--- src/rtl/systolic_feeder.sv ---
// Systolic array edge feeder: buffers a DIM x DIM A/B operand pair,
// then streams skewed rows of A west and skewed columns of B north.
module systolic_feeder #(
  parameter int WIDTH = 32,
  parameter int DIM   = 4
) (
  input  logic                 clk,
  input  logic                 rst,
  input  logic                 in_valid,
  output logic                 in_ready,
  input  logic [DIM*WIDTH-1:0] in_a_row,
  input  logic [DIM*WIDTH-1:0] in_b_col,
  output logic [DIM*WIDTH-1:0] a_out,
  output logic [DIM*WIDTH-1:0] b_out,
  output logic                 stream_valid,
  output logic                 done,
  output logic                 busy
);

  localparam int KW    = (DIM > 1) ? $clog2(DIM) : 1;
  localparam int TW    = $clog2(3 * DIM);
  localparam int TLAST = 3 * DIM - 3;

  typedef enum logic [1:0] {
    LOAD,
    STREAM,
    DONE
  } state_t;

  state_t           state;
  logic [KW-1:0]    k;
  logic [TW-1:0]    t;
  logic [WIDTH-1:0] a_buf [DIM][DIM];
  logic [WIDTH-1:0] b_buf [DIM][DIM];

  always_ff @(posedge clk or posedge rst) begin
    if (rst) begin
      state <= LOAD;
      k     <= '0;
      t     <= '0;
      for (int i = 0; i < DIM; i++) begin
        for (int m = 0; m < DIM; m++) begin
          a_buf[i][m] <= '0;
          b_buf[i][m] <= '0;
        end
      end
    end else begin
      unique case (state)
        LOAD: begin
          if (in_valid) begin
            // beat k carries row k of A and column k of B
            for (int m = 0; m < DIM; m++) begin
              a_buf[k][m] <= in_a_row[m*WIDTH +: WIDTH];
              b_buf[m][k] <= in_b_col[m*WIDTH +: WIDTH];
            end
            if (k == KW'(DIM - 1)) begin
              k     <= '0;
              t     <= '0;
              state <= STREAM;
            end else begin
              k <= k + KW'(1);
            end
          end
        end
        STREAM: begin
          if (t == TW'(TLAST)) begin
            t     <= '0;
            state <= DONE;
          end else begin
            t <= t + TW'(1);
          end
        end
        DONE: begin
          state <= LOAD;
        end
        default: begin
          state <= LOAD;
        end
      endcase
    end
  end

  assign in_ready     = (state == LOAD);
  assign stream_valid = (state == STREAM);
  assign done         = (state == DONE);
  assign busy         = (state != LOAD);

  // lane i shows element (i, t-i); t beyond 2*DIM-2 matches nothing
  always_comb begin
    a_out = '0;
    b_out = '0;
    if (state == STREAM) begin
      for (int i = 0; i < DIM; i++) begin
        for (int m = 0; m < DIM; m++) begin
          if (int'(t) == i + m) begin
            a_out[i*WIDTH +: WIDTH] = a_buf[i][m];
            b_out[i*WIDTH +: WIDTH] = b_buf[m][i];
          end
        end
      end
    end
  end

endmodule

--- config.mk ---
export PLATFORM = sky130hd
export DESIGN_NAME = systolic_feeder
export DESIGN_NICKNAME = d
export VERILOG_FILES = /design/src/rtl/systolic_feeder.sv
export SDC_FILE = /design/constraint.sdc
export NUM_CORES = 2
export LEC_CHECK = 0
export ABC_AREA = 0
export CORE_MARGIN = 10
export CORE_UTILIZATION = 27
export CTS_CLUSTER_SIZE = 16
export DETAILED_ROUTE_END_ITERATION = 6
export GPL_TIMING_DRIVEN = 1
export PLACE_DENSITY = 0.46
export SLEW_MARGIN = 20
export SYNTH_ARGS = -nofsm -noshare
export SYNTH_HDL_FRONTEND = slang
export SYNTH_SLANG_ARGS = --single-unit
--- constraint.sdc ---
create_clock -name clk -period 44.9 [get_ports clk]
set_clock_uncertainty 0.15 [all_clocks]
set_input_delay 8.98 -clock clk [delete_from_list [all_inputs] [get_ports clk]]
set_output_delay 8.98 -clock clk [all_outputs]
set_load 0.02 [all_outputs]
==> impl_results.md <==
- Result of the run: finished, final reports clean
- Count of different cell masters after synthesis: 42
- Worst hold stages: 1
- Post-CTS repair timing setup buffer count: 0
- Number of max-cap violations: 0
- Setup repair after global routing missed its margin: false
- Number of design rule violations left after detail routing: 0
- Worst slew pin tran: 1.15 ns
- Fraction of the cycle the final worst path needs: about 33%
- Post-DRT Antenna Nets: 0
- Initial core utilization: 27.1%
- Reg2reg path depth: 5
- Via count of the first global-routing pass: between 30000 and 40000
- Post-detailed-placement half-perimeter wirelength: around 110 mm
- Top delay family on crit path: buffers and inverters
- Number of cells in the finished layout apart from fillers: 6472
- Overall track demand over capacity in global routing: ~17%
- Count of vias placed by the detailed router: about 32000
- Die height: 441 µm
- Wire length after detailed routing: 175 mm
- Horizontal extent of the die: between 400 and 500 µm
- TritonCTS Sinks: 1032
- Post-Synthesis Cell Area: 0.0478 mm²
- Crit-path max FO: 66
- List of cells traversed by the critical path: buf_4 -> buf_4 -> or4b_4 -> buf_4 -> o21ai_0 -> a21oi_1 -> clkdlybuf4s50_1
- Max frequency: between 60 and 70 MHz
- Worst-case hold path end point: b_buf[331]
- Count of state elements after synthesis: 1032
- Largest stage delay on the critical path: 0.96 ns
- Slowest-stage cell, CP: sky130_fd_sc_hd__dfrtp_4
- Dominant register cell in the synthesized netlist: sky130_fd_sc_hd__dfrtp_1
- Critical path buffers and inverters: 4
- CTS H-Tree Depth: 3
- Worst VDD drop: 0.0451 mV
- Hold-fix buffer count after cts: 0
- Startpoint of the worst-slack reg-to-reg timing path: state[1]
- Area added between synthesis and finish: 22.8%
- FF+latch area: ~0.026 mm²
- Largest net degree at the start of global routing: approximately 150
- TNS Setup: 0 ns
- Wire length of the first global-routing pass: 253 mm
- Number of port buffers: 518
- Floorplan row count: 154
- Grt ovf: 0
- Slew Viols, Final: 0
- Part of the Yosys area used for sequential elements: 54.0%
- Min cycle time layout: 14.90 ns
- Cts bufs inserted: 120
- Lkg Pwr: 23.8 nW
- Largest area contributor in the netlist: sky130_fd_sc_hd__dfrtp_1
- Path type of the worst setup path: reg2out
- Area enclosed by the die boundary: ~0.2 mm²
- Class of the tightest hold or removal check: reg2reg
- Leading cell types by total area after synthesis: sky130_fd_sc_hd__dfrtp_1, sky130_fd_sc_hd__mux2_2, sky130_fd_sc_hd__o21ai_0
- Worst path arrival time: 5.77 ns
- Ys async rst share: 100%
- Setup slack, reg-to-reg: 40.38 ns
- Worst endpoint required time: 35.77 ns
- Post-Synthesis Cells: 3653
- Total number of nets in the final design: around 4300
- Count leader, synth: sky130_fd_sc_hd__dfrtp_1
- Maximum buffer depth of the clock tree: 3
- Fill count: roughly 18000
- CTS tree: done
- Last weighted congestion value of the routability-driven placer: 0.725
- Cells after DPL: 6249
- Worst reg2reg endpoint: a_buf[437]
- Hold Violations, Final: 0
- Critical hold path startpoint: b_buf[331]
- Number of enable-type register cells in the synthesized netlist: 0
- Final setup viols: 0
- Power per Cell Area: 79.1 mW/mm²
- Cells resized by post-CTS repair: 0
- Clock Latency Late Sink: 0.76 ns
- Detailed Route Iter0 Violations: 1955
- Clock transition at the registers of the reported paths: 0.06 ns
- Antenna violations before repair: 15
- Root buffer selected by CTS: sky130_fd_sc_hd__clkbuf_16
- Ports placed on the boundary: 519
- Fraction of final layout cells sized beyond drive strength 1: about a third
- Nature of the critical path startpoint: flop
- Element type at the critical path end: output port
- WL per Instance: 27.0 µm
- Final core utilization: 33.3%
- Top cell types by occurrence after synthesis: sky130_fd_sc_hd__dfrtp_1, sky130_fd_sc_hd__mux2_2, sky130_fd_sc_hd__o21ai_0
- Fraction of post-synthesis cell area in the top cell type by area: 54.0%
- Mean Syn Cell Area: 13.1 µm²
- Relative max-transition margin: 23.6%
- Mapped Nets: 3916
- Number of optimization iterations in the first detailed-route pass: 5
- Multi-input gate area: between 0.02 and 0.025 mm²
- Placeable core area: between 0.15 and 0.2 mm²
- Detail-routed via count per cell: 5.00
- Warning count from the yosys run: 0
- Critical Path Most Common Cell: sky130_fd_sc_hd__buf_4
==> report_power, final <==
part | total (W) | switching, W | internal [W]
Clock | 0.000968 | 0.000414 | 0.000554
Combinational | 0.00203 | 0.00109 | 0.000940
Sequential | 0.00164 | 0.000243 | 0.00140
Total | 0.00464 | 0.00175 | 0.00289
==> placed cells by master (no fill, tap or decap), drive strengths merged, types with 5 or more instances in the layout <==
master and instances:
nor2 8, a21oi 291, buf 62, o21ai 321, clkdlybuf4s50 518, a22oi 61, clkbuf 180, mux2 1088
clkinv 24, clkinvlp 6, nor4bb 28, nand2 68, and4b 27, dfrtp 1032, diode 6, o21ba 37
and3b 165, mux2i 67, nand2b 5, inv 11, o221ai 64, a31oi 27
==> metrics by stage <==
step                      setup WS, ns  hold WS (ns)  total power [W]  instance area (µm²)
after detailed placement         30.64         0.317          0.00373                54800
after floorplan                   6.73         0.300          0.00287                47800
after CTS                        29.78         0.331          0.00472                58700
after global placement           30.70         0.310          0.00370                54800
after global routing             29.64         0.340          0.00492                58700
final                            30.00         0.330          0.00464                58700
==> layer usage <==
metal / part of all wire (%) / global-route usage (%) / up-vias / routed length, µm
met2: 47 / 28.6 / 704 / 83000
li1: - / - / 14200 / -
met4: 2.6 / 4.52 / 8 / 4470
met5: 0.025 / 0 / - / 44
met1: 46 / 23.8 / 17200 / 79900
met3: 4.3 / 3.07 / 218 / 7480
==> how the worst max path moves through the flow <==
| stage | from | slack, ns | to | cells after the start |
|---|---|---|---|---|
| after floorplan | rst | 6.73 | a_buf[0] | 1 |
| after CTS | t[1] | 29.78 | b_out[57] | 7 |
| after detailed placement | t[1] | 30.64 | b_out[57] | 7 |
| after global routing | t[1] | 29.64 | b_out[54] | 7 |
| final | t[1] | 30.00 | b_out[57] | 7 |
| after global placement | t[1] | 30.70 | b_out[60] | 7 |
==> registers in the layout, indices dropped and copies added, names as in the netlist <==
name and cells:
state 2, a_buf 512, k 2, t 4, b_buf 512
==> worst reg2reg max path, cell delays in order, from the launching register on <==
cell and delay [ns]:
sky130_fd_sc_hd__dfrtp_1 0.48, sky130_fd_sc_hd__nor2_4 0.31, sky130_fd_sc_hd__and3_4 0.91, sky130_fd_sc_hd__buf_4 0.93, sky130_fd_sc_hd__buf_4 1.06, sky130_fd_sc_hd__mux2_2 0.56
==> final cells by class <==
| type | instances | share of cell area (%) |
|---|---|---|
| Sequential cell | 1032 | 44.0 |
| Multi-Input combinational cell | 2290 | 34.6 |
| Timing Repair Buffer | 580 | 9.74 |
| Clock buffer | 180 | 5.98 |
| Tap cell | 2340 | 4.99 |
| Clock inverter | 37 | 0.569 |
| Inverter | 7 | 0.0704 |
| Antenna cell | 6 | 0.0256 |
==> cells by family after synthesis <==
kind of cell / Yosys count / synth area share [%]
buffers and inverters: 331 / 3.74
AO/OA/AOI/OAI: 813 / 9.88
flip-flops: 1032 / 54.0
adder cells (fa/ha/maj): 4 / 0.105
AND/OR/NAND/NOR: 318 / 5.19
multiplexers: 1155 / 27.0
(Power assumes the default switching activity.)
